[src/rtl/ws2812_rx.sv]
`timescale 1ns/1ps
// WS2812 single-wire receiver: recovers 24-bit GRB pixels from high-pulse
// widths on din and reports the end of each frame at the latch gap.
module ws2812_rx #(
  parameter int SYSTEM_CLOCK     = 50000000,
  parameter int NUM_LEDS         = 16,
  parameter int BIT_THRESHOLD_NS = 600,
  parameter int MAX_HIGH_NS      = 5000,
  parameter int LATCH_US         = 40
) (
  input  logic                        clk,
  input  logic                        reset,
  input  logic                        din,
  output logic                        pixel_valid,
  output logic [23:0]                 pixel_data,
  output logic [$clog2(NUM_LEDS)-1:0] pixel_index,
  output logic                        frame_done,
  output logic [$clog2(NUM_LEDS):0]   frame_count,
  output logic                        overflow,
  output logic                        error,
  output logic                        in_frame
);

  localparam int ONE_CYC   = int'((64'(BIT_THRESHOLD_NS) * 64'(SYSTEM_CLOCK)) / 64'd1000000000);
  localparam int MAXH_CYC  = int'((64'(MAX_HIGH_NS) * 64'(SYSTEM_CLOCK)) / 64'd1000000000);
  localparam int LATCH_CYC = int'((64'(LATCH_US) * 64'(SYSTEM_CLOCK)) / 64'd1000000);
  localparam int CNT_MAX   = (LATCH_CYC > MAXH_CYC) ? LATCH_CYC : MAXH_CYC;
  localparam int CNT_W     = $clog2(CNT_MAX + 1);
  localparam int IDX_W     = $clog2(NUM_LEDS);
  localparam int PIX_W     = IDX_W + 1;

  typedef enum logic [1:0] {RESYNC, IDLE, HIGH, LOW} state_t;

  state_t           state;
  logic             din_meta, din_sync, din_prev;
  logic             rise, fall, bit_val;
  logic [CNT_W-1:0] high_cnt, low_cnt;
  logic [4:0]       bit_cnt;
  logic [22:0]      shreg;
  logic [23:0]      word;
  logic [PIX_W-1:0] pix_cnt;
  logic             ovf_pend;

  assign rise    = din_sync & ~din_prev;
  assign fall    = ~din_sync & din_prev;
  assign bit_val = (high_cnt >= CNT_W'(ONE_CYC));
  assign word    = {shreg, bit_val};

  always_ff @(posedge clk) begin
    if (reset) begin
      din_meta    <= 1'b0;
      din_sync    <= 1'b0;
      din_prev    <= 1'b0;
      state       <= RESYNC;
      high_cnt    <= '0;
      low_cnt     <= '0;
      bit_cnt     <= '0;
      shreg       <= '0;
      pix_cnt     <= '0;
      ovf_pend    <= 1'b0;
      pixel_valid <= 1'b0;
      pixel_data  <= '0;
      pixel_index <= '0;
      frame_done  <= 1'b0;
      frame_count <= '0;
      overflow    <= 1'b0;
      error       <= 1'b0;
      in_frame    <= 1'b0;
    end else begin
      din_meta    <= din;
      din_sync    <= din_meta;
      din_prev    <= din_sync;
      pixel_valid <= 1'b0;
      frame_done  <= 1'b0;
      error       <= 1'b0;
      case (state)
        // Decode nothing until a full latch gap proves we are between frames.
        RESYNC: begin
          if (din_sync) begin
            low_cnt <= '0;
          end else if (low_cnt >= CNT_W'(LATCH_CYC - 1)) begin
            low_cnt <= '0;
            state   <= IDLE;
          end else begin
            low_cnt <= low_cnt + 1'b1;
          end
        end
        IDLE: begin
          if (rise) begin
            state    <= HIGH;
            high_cnt <= CNT_W'(1);
            bit_cnt  <= '0;
            pix_cnt  <= '0;
            in_frame <= 1'b1;
          end
        end
        HIGH: begin
          if (fall) begin
            shreg   <= word[22:0];
            low_cnt <= '0;
            state   <= LOW;
            if (bit_cnt == 5'd23) begin
              bit_cnt <= '0;
              if (pix_cnt < PIX_W'(NUM_LEDS)) begin
                pixel_valid <= 1'b1;
                pixel_data  <= word;
                pixel_index <= pix_cnt[IDX_W-1:0];
                pix_cnt     <= pix_cnt + 1'b1;
              end else begin
                ovf_pend <= 1'b1;
              end
            end else begin
              bit_cnt <= bit_cnt + 1'b1;
            end
          end else if (high_cnt >= CNT_W'(MAXH_CYC - 1)) begin
            // Line stuck high: abandon the frame without a frame_done.
            error    <= 1'b1;
            in_frame <= 1'b0;
            bit_cnt  <= '0;
            ovf_pend <= 1'b0;
            low_cnt  <= '0;
            state    <= RESYNC;
          end else begin
            high_cnt <= high_cnt + 1'b1;
          end
        end
        LOW: begin
          if (rise) begin
            state    <= HIGH;
            high_cnt <= CNT_W'(1);
          end else if (low_cnt >= CNT_W'(LATCH_CYC - 1)) begin
            error       <= (bit_cnt != 5'd0);
            frame_done  <= 1'b1;
            frame_count <= pix_cnt;
            overflow    <= ovf_pend;
            ovf_pend    <= 1'b0;
            in_frame    <= 1'b0;
            bit_cnt     <= '0;
            state       <= IDLE;
          end else begin
            low_cnt <= low_cnt + 1'b1;
          end
        end
        default: state <= RESYNC;
      endcase
    end
  end

endmodule

[config.mk]
export PLATFORM = sky130hd
export DESIGN_NAME = ws2812_rx
export DESIGN_NICKNAME = d
export VERILOG_FILES = /design/src/rtl/ws2812_rx.sv
export SDC_FILE = /design/constraint.sdc
export NUM_CORES = 1
export LEC_CHECK = 0
export ABC_AREA = 1
export BUFFER_PORTS_ARGS = -buffer_cell sky130_fd_sc_hd__buf_2
export CAP_MARGIN = 20
export CORE_ASPECT_RATIO = 0.8
export CORE_UTILIZATION = 58
export CTS_CLUSTER_DIAMETER = 200
export DETAILED_ROUTE_END_ITERATION = 7
export PLACE_DENSITY = 0.78
export SETUP_SLACK_MARGIN = 0.3
export SLEW_MARGIN = 20
export SYNTH_ARGS = -nofsm -noshare
export SYNTH_HDL_FRONTEND = slang
export SYNTH_SLANG_ARGS = --single-unit
[constraint.sdc]
create_clock -name clk -period 2.2 [get_ports clk]
set_input_delay 0.22 -clock clk [delete_from_list [all_inputs] [get_ports clk]]
set_output_delay 0.22 -clock clk [all_outputs]
set_load 0.01 [all_outputs]
==> results of run 1 <==
==> what timing repair did <==
action	4_1_cts	5_1_grt
hold endpoints to repair	0	0
gates resized for setup	2	11
pin swaps	0	2
gates cloned	0	2
setup buffers	0	1
setup endpoints to repair	28	57
==> area by class of cell <==
cell class                 instances  area, um^2
clock inverter                     6        56.3
inverter                          62         239
clock buffer                      10         138
multi-input combinational        385        1910
tap                               87         109
sequential                        99        1990
timing repair buffer              44         243
fill                             619        2270
==> kinds of logic after synthesis <==
group	Yosys count	share of synthesized area
AO/OA/AOI/OAI	140	0.172
buffers and inverters	89	0.0901
AND/OR/NAND/NOR	230	0.237
flip-flops	99	0.468
adder cells (fa/ha/maj)	7	0.0207
XOR/XNOR	6	0.0124
==> synthesized netlist by cell type, types with 4 or more instances <==
cell and number:
nand2_2 4, nand2_1 78, a21oi_1 64, o21ai_0 66
buf_2 7, nor2_1 100, buf_4 6, clkbuf_1 11
xor2_1 6, nand3_1 25, inv_2 7, dfxtp_1 99
nor3_1 5, ha_1 7, inv_1 54
==> final timing paths <==
path             from    endpoint  slack, ns
min               din    din_meta       0.06
min reg2reg  din_meta    din_sync       0.41
max reg2reg  state[1]  pix_cnt[1]       0.43
max          state[1]  pix_cnt[1]       0.43
==> placed cells by master, fill, tap and decap left out, types with 3 or more instances in the layout <==
master | Yosys | routed
nor2_1 | 100 | 99
dfxtp_1 | 99 | 96
nand2_1 | 78 | 77
o21ai_0 | 66 | 66
a21oi_1 | 64 | 64
inv_1 | 54 | 52
buf_2 | 7 | 40
nand3_1 | 25 | 24
clkbuf_8 | 0 | 10
inv_2 | 7 | 8
ha_1 | 7 | 7
xor2_1 | 6 | 6
nor2_2 | 3 | 5
nand2_2 | 4 | 5
nor3_1 | 5 | 5
nand4_1 | 3 | 3
nand2_4 | 3 | 3
nor2_4 | 2 | 3
a31oi_1 | 3 | 3
or2_2 | 3 | 3
dfxtp_2 | 0 | 3
buf_4 | 6 | 3
==> layer usage <==
layer	up-vias	track usage
met2	70	0.378
met1	1610	0.318
li1	1900	-
met4	0	0.0971
met5	-	0
met3	12	0.0490
==> state kept, by name, summed over array words and instances, names as in the netlist <==
signal and cells:
pixel_index 4, frame_done 1, bit_cnt 5, state 2, din_meta 1, shreg 23, in_frame 1, frame_count 5
pix_cnt 5, din_sync 1, ovf_pend 1, pixel_valid 1, overflow 1, error 1, low_cnt 11, din_prev 1
high_cnt 11, pixel_data 24
==> worst max-delay path, stage by stage, from the launching register on <==
cell      delay [ns]
dfxtp_1         0.53
nand2_4         0.11
clkinv_2        0.08
nand2_2         0.10
nor2_4          0.12
nand2_4         0.14
a21oi_4         0.24
buf_12          0.14
inv_2           0.04
o21ai_1         0.12
nor2_1          0.05
==> through the flow <==
step	utilization	std cells	hold WS, ns	cell area, um^2
finish	0.673	693	0.0608	4680
global route	0.673	693	0.0715	4680
floorplan	-	571	0.327	4240
CTS	0.664	690	0.0500	4620
global placement	0.635	674	0.398	4420
detailed placement	0.635	674	0.404	4420
==> report_power, final <==
part | leakage, nW | switching, mW | total, mW | internal, mW
registers | 0.800 | 0.104 | 1.98 | 1.87
clock network | 0.0969 | 0.671 | 1.14 | 0.466
logic | 1.17 | 0.623 | 0.931 | 0.308
total | 2.07 | 1.40 | 4.05 | 2.65
==> results.yml, run 1 <==
run_status:
  status: "completed"
synth:
  synth_edf_count: 0
  synth_cell_type_count: 34
  yosysWarnings: 0
  synthCells: 571
  ys_ff_latch: 99
  syn_avg_cell_area_um2: 7.42
  netlist_area_um2: 4240
  synth_top_area_frac: 0.468
  yosys-top-cells-area: "dfxtp_1, nor2_1, o21ai_0"
  synth_fp_nets: 581
  synth_ff_type: "dfxtp_1"
  async_flop_share: 0
  synth_seq_area_share: 0.468
  yosysTopAreaCell: "dfxtp_1"
hold_path:
  hold_depth: 3
  hold_class: "in -> reg"
routing:
  viasPerCell: 5.18
  routed-via-count: 3592
  top_layer_used: "met4"
  drc: 0
  wl_met1_mm: 4.42
  post_drt_wl_per_cell_um: 12.7
  ant_nets: 0
  dr.pass1.iters: 7
  wl_met2_mm: 3.98
  drt-total-wl_mm: 8.82
  wl_met3_um: 294
  drtIter0Drc: 265
clocking:
  htreeDepth: 3
  cts_sinks: 99
  clk_pin_slew_ns: 0.10
  cts_hold_buffers: 0
  cts_root_buf: "clkbuf_8"
  cts_tree: "built"
  clockBufferDepth: 2
  clock_latency_ns: 0.38
  cts_buffers: 9
power_and_ir_drop:
  ir_worst_vdd_v: 0.000392
  p_per_area_nw_per_um2: 864
  power_mw: 4.05
  leakagePower_nw: 2.07
floorplan:
  core_area_um2: 6960
  die_h_um: 78.4
  ios: 41
  initial_utilization: 0.609
  row_count: 27
  fp.dieW_um: 97.6
  die_area_um2: 7650
critical_path:
  cp.arrival_ns: 2.04
  cp.required_ns: 2.47
  worstSetupPathType: "reg -> reg"
  startpoint_type: "register"
  path_max_fanout: 14
  critPathCaptureType: "register"
  r2r_cells: 10
run:
  maxCapViolations: 0
placed_design:
  place.gp.congestion: 0.853
  pre_cts_ws_ns: 0.153
  hpwl_mm: 5.88
  io_buffers: 40
timing:
  tns_ns: 0
  slew_headroom: 0.613
  setup_ws_ns: 0.429
  rsz0062_at_grt: "no"
  post-route-period-util: 0.805
  final_max_slew_viol_count: 0
  setup-violations-final: 0
  max_freq_mhz: 565
  final-hold-violation-count: 0
  finClkSkew_ns: 0.0147
  timing.final.crit_period_ns: 1.77
  worstMarginPinSlew_ns: 0.581
global_route:
  grt_pass1_vias: 3263
  grt_use_total: 0.238
  antenna_found_initial: 0
  grt_max_degree: 71
  grt_remaining_overflow: 0
  grt_first_pass_wirelength_mm: 14.7
layout:
  antenna_cells: 0
  drive_gt1_frac: 0.163
  syn_to_final_growth_pct: 10.6
  final_nets: 611
(Power assumes the default switching activity.)
==> run 2: changes to the inputs <==
- CORE_UTILIZATION: 58 -> 53
- PLACE_DENSITY: 0.78 -> 0.75
- clock period: 2.2 -> 1.45 ns (I/O delays scaled with it)
==> run 2 against run 1 <==
  * The flow now finishes with violations (setup timing)
  * Sequential share of layout area shrank 12 points
  * Flip-flop and latch count is the same
  * Sequential power grew 52%
  * Global-route usage grew 7.1 points
  * Via count grew 33%
  * First-iteration DRC count grew 28%
  * Total power grew 110%
  * Clock power grew 64%
  * Critical endpoint is now in_frame
  * Count of clock-buffer cells in the layout shrank 1
  * Critical path depth shrank 1
==> results.yml, run 2 (synthesis gave the netlist of run 1 again) <==
timing:
  finClkSkew_ns: 0.0131
  post-route-period-util: 1.17
  final-hold-violation-count: 0
  setup_ws_ns: -0.250
  final_max_slew_viol_count: 0
  timing.final.crit_period_ns: 1.70
  rsz0062_at_grt: "yes"
  setup-violations-final: 64
  worstMarginPinSlew_ns: 0.543
  tns_ns: -4.93
  max_freq_mhz: 588
  slew_headroom: 0.635
routing:
  dr.pass1.iters: 7
  routed-via-count: 4787
  drt-total-wl_mm: 16.0
  wl_met2_mm: 7.77
  top_layer_used: "met4"
  viasPerCell: 5.95
  ant_nets: 0
  post_drt_wl_per_cell_um: 19.9
  wl_met3_mm: 1.17
  drc: 0
  wl_met1_mm: 6.03
  drtIter0Drc: 339
clocking:
  cts_tree: "built"
  clock_latency_ns: 0.40
  cts_root_buf: "clkbuf_8"
  clockBufferDepth: 2
  cts_sinks: 99
  htreeDepth: 3
  cts_buffers: 9
  clk_pin_slew_ns: 0.11
layout:
  fillers: 326
  drive_gt1_frac: 0.534
  largest_reg_flops: 24
  final_common_cell: "dfxtp_1"
  seqCellArea_um2: 2030
  top_register: "pixel_data"
  final_nets: 704
  reg_top3: "pixel_data (24), shreg (23)"
  antenna_cells: 0
  stdcell_count: 804
  stdcell_area_um2: 6650
  syn_to_final_growth_pct: 56.9
  layout_common_cells: "dfxtp_1, nor2_1, buf_4"
  multiInputGateArea_um2: 2780
floorplan:
  core_area_um2: 7570
  die_area_um2: 8360
  fp.dieW_um: 102
  die_h_um: 82.0
  initial_utilization: 0.560
  ios: 41
  row_count: 28
power_and_ir_drop:
  leakagePower_nw: 2.82
  ir_worst_vdd_v: 0.000872
  p_per_area_nw_per_um2: 1270
placed_design:
  place_area_um2: 5100
  hpwl_mm: 6.40
  io_buffers: 40
  dp.cells: 745
  pre_cts_ws_ns: -0.206
  place.gp.congestion: 0.857
run_status:
  failed_checks: "setup timing"
  status: "complete, but fails checks"
critical_path:
  rrSetupSlack_ns: -0.25
  worstSetupPathType: "reg -> reg"
  path_max_fanout: 5
  cp.required_ns: 1.76
  cp.arrival_ns: 2.01
  r2r_cells: 9
  crit_end: "in_frame"
  crit_start: "state[0]"
  startpoint_type: "register"
  worstReg2RegStart: "state[0]"
  critPathCaptureType: "register"
  r2r-end: "in_frame"
hold_path:
  hold_class: "in -> reg"
global_route:
  grt_remaining_overflow: 0
  antenna_found_initial: 0
  grt_first_pass_wirelength_mm: 19.8
  grt_max_degree: 42
  grt_pass1_vias: 4174
  grt_use_total: 0.309
run:
  maxCapViolations: 0
## run 2: how the worst min path moves through the flow
stage,start,end,depth (start not counted)
finish,reset,low_cnt[0],5
global route,reset,frame_count[0],5
floorplan,din,din_meta,2
global placement,din,din_meta,3
CTS,reset,low_cnt[2],5
detailed placement,din,din_meta,3
## run 2: power by group
| group | internal [mW] | switching [mW] | leakage (nW) |
|---|---|---|---|
| registers | 2.86 | 0.146 | 0.810 |
| clock network | 0.810 | 1.06 | 0.100 |
| logic | 1.51 | 2.09 | 1.91 |
| total | 5.17 | 3.29 | 2.82 |
## run 2: area by class of cell
type / instances / share of cell area
multi-input cells: 384 / 0.418
flip-flops and latches: 99 / 0.305
repair buffers: 138 / 0.185
inverters: 62 / 0.0414
well taps: 105 / 0.0198
clock buffers: 9 / 0.0186
clock inverters: 7 / 0.0111
## run 2: metrics by stage
| step | util | power [mW] | hold WS (ns) |
|---|---|---|---|
| detailed placement | 0.674 | 4.82 | 0.354 |
| CTS | 0.806 | 7.48 | 0.239 |
| floorplan | - | 4.36 | 0.252 |
| global route | 0.878 | 8.71 | 0.264 |
| finish | 0.878 | 8.46 | 0.254 |
| global placement | 0.674 | 4.75 | 0.348 |
## run 2: worst max-delay path, cell delays in order (launching register included)
cell and delay [ns]:
dfxtp_2 0.36, inv_2 0.06, buf_4 0.15, nor2_2 0.17, inv_4 0.10, nor2_4 0.22
nor2_1 0.12, nand3_2 0.09, nand2_1 0.12, nor2_1 0.20
## run 2: routing by layer
layer / vias up / global-route usage
li1: 2091 / -
met1: 2290 / 0.363
met2: 290 / 0.532
met3: 116 / 0.0800
met4: 0 / 0.137
met5: - / 0
## run 2: what timing repair did
item                                    in CTS  in global routing
hold buffers                                 1                  0
endpoints found under the hold margin        1                  0
resized for setup                          163                108
gates cloned                                 3                  2
pin swaps                                   48                 43
endpoints found under the setup margin      96                 96
buffers inserted                            27                 10
==> run 3: changes to the inputs <==
- CORE_UTILIZATION: 53 -> 45
- PLACE_DENSITY: 0.75 -> 0.66
==> run 3 against run 2 <==
  * The run still ends with setup timing left
  * Sequential power barely moved
  * Wire length fell by 16%
  * Core utilization fell by 14 points
  * Total power fell by 4.6%
  * Global-route usage fell by 9.2 points
  * Clock power rose by 26%
  * Cell area rose by 0.58%
  * Flip-flop and latch count did not move
  * Non-clock buffer count rose by 6
==> results.yml, run 3 (synthesis gave the netlist of run 1 again) <==
routing:
  wl_met3_um: 573
  ant_nets: 0
  drc: 0
  post_drt_wl_per_cell_um: 16.4
  routed-via-count: 4341
  dr.pass1.iters: 4
  drtIter0Drc: 192
  top_layer_used: "met4"
  wl_met2_mm: 6.74
  viasPerCell: 5.29
  wl_met1_mm: 5.63
  drt-total-wl_mm: 13.5
critical_path:
  slowest_delay_ns: 0.33
  critPathCaptureType: "register"
  worstReg2RegStart: "high_cnt[1]"
  path_cells: "inv_2 -> ha_4 -> inv_2 -> nor2_1 -> nand2_1 -> buf_6 -> nand4_4 -> nand2_4 -> buf_4 -> o21ai_0 -> a21oi_2"
  r2r-end: "low_cnt[1]"
  startpoint_type: "register"
  path_max_fanout: 2
  worstSetupPathType: "reg -> reg"
  cp_common_cell: "inv_2"
  rrSetupSlack_ns: -0.18
  worst-path-buf-inv: 4
  r2r_cells: 11
  cp.arrival_ns: 1.85
  cp.required_ns: 1.67
  slowest_stage: "dfxtp_2"
  critPathTopFamily: "buffers and inverters"
clocking:
  cts_buffers: 9
  clk_pin_slew_ns: 0.07
  htreeDepth: 3
  cts_root_buf: "clkbuf_16"
  clockBufferDepth: 2
  cts_tree: "built"
  clock_latency_ns: 0.36
  cts_sinks: 99
timing:
  timing.final.crit_period_ns: 1.63
  post-route-period-util: 1.12
  final-hold-violation-count: 0
  slew_headroom: 0.377
  setup_ws_ns: -0.177
  max_freq_mhz: 615
  final_max_slew_viol_count: 0
  finClkSkew_ns: 0.0124
  worstMarginPinSlew_ns: 0.935
  rsz0062_at_grt: "yes"
  hold_ws_ns: 0.306
  setup-violations-final: 44
floorplan:
  core_area_um2: 9110
  ios: 41
  die_h_um: 88.8
  die_area_um2: 9810
  fp.dieW_um: 110
  row_count: 31
  initial_utilization: 0.465
layout:
  layout_common_cells: "nor2_1, dfxtp_1, buf_4"
  stdcell_count: 821
  drive_gt1_frac: 0.514
  top_register: "pixel_data"
  final_core_util: 0.734
  reg_top3: "pixel_data (24), shreg (23)"
  syn_to_final_growth_pct: 57.8
  antenna_cells: 0
  fillers: 598
  final_nets: 711
  largest_reg_flops: 24
global_route:
  grt_remaining_overflow: 0
  grt_use_total: 0.217
  grt_first_pass_wirelength_mm: 17.1
  grt_max_degree: 53
  grt_pass1_vias: 3723
  antenna_found_initial: 0
run:
  maxCapViolations: 0
placed_design:
  place.gp.congestion: 0.834
  io_buffers: 40
  hpwl_mm: 6.58
  dp.cells: 761
run_status:
  status: "complete, but fails checks"
  failed_checks: "setup timing"
power_and_ir_drop:
  ir_worst_vdd_v: 0.000885
  leakagePower_nw: 2.87
  p_per_area_nw_per_um2: 1210
  power_mw: 8.07
hold_path:
  worstHoldEndpoint: "low_cnt[2]"
  hold_class: "in -> reg"
  hold_path.startpoint: "reset"
  hold_depth: 5
[run 3: cell types whose count changed in the layout (fill, tap and decap cells not counted), moves of 9 or more]
cell      change
clkbuf_8      -9
o21ai_1      -27
nand2_2      -10
o21ai_2      +20
nand3_4       -9
nor2_1       +12
nand2_1      +18
[run 3: how the worst max path moves through the flow]
stage	from	end	slack, ns	cells past startpoint
floorplan	low_cnt[0]	low_cnt[10]	0.03	12
global placement	din_sync	high_cnt[1]	-0.06	8
detailed placement	high_cnt[0]	low_cnt[8]	-0.09	12
CTS	high_cnt[1]	low_cnt[8]	-0.09	13
global route	high_cnt[1]	low_cnt[1]	-0.28	11
finish	high_cnt[1]	low_cnt[1]	-0.18	11
[run 3: cell type report]
| class | count | area (um^2) | share of cell area |
|---|---|---|---|
| sequential | 99 | 2010 | 0.301 |
| multi-input combinational | 383 | 2660 | 0.398 |
| timing repair buffer | 144 | 1270 | 0.190 |
| clock inverter | 7 | 60.1 | 0.00898 |
| tap | 115 | 144 | 0.0215 |
| timing repair inverter | 2 | 27.5 | 0.00412 |
| clock buffer | 9 | 225 | 0.0337 |
| inverter | 62 | 285 | 0.0427 |
[run 3: routing by layer]
layer / vias up / GRT usage
met4: 0 / 0.0788
met1: 2070 / 0.282
li1: 2115 / -
met3: 42 / 0.0397
met2: 114 / 0.366
met5: - / 0
[run 3: timing repair]
| item | in CTS | in global routing |
|---|---|---|
| gates cloned | 4 | 3 |
| buffers inserted | 21 | 15 |
| hold buffers | 1 | 0 |
| endpoints found under the setup margin | 96 | 96 |
| gates resized for setup | 89 | 153 |
| hold endpoints to repair | 1 | 0 |
| pin swaps | 27 | 37 |
[run 3: stage by stage]
stage | setup TNS [ns] | cell area (um^2) | setup slack [ns]
detailed placement | -1.48 | 5140 | -0.0903
floorplan | 0 | 4490 | 0.0331
finish | -4.23 | 6690 | -0.177
global route | -8.93 | 6690 | -0.278
CTS | -1.64 | 5980 | -0.0885
global placement | -0.431 | 5140 | -0.0579
[run 3: tightest hold or removal path: stages]
cell	delay (ns)
buf_2	0.09
clkinv_1	0.07
buf_4	0.20
nand2_1	0.08
nor2_1	0.03
[run 3: report_power, final]
| group | internal [mW] | switching, mW | total (mW) |
|---|---|---|---|
| Clock | 1.20 | 1.17 | 2.36 |
| Combinational | 1.18 | 1.53 | 2.71 |
| Sequential | 2.87 | 0.126 | 2.99 |
| Total | 5.24 | 2.83 | 8.07 |
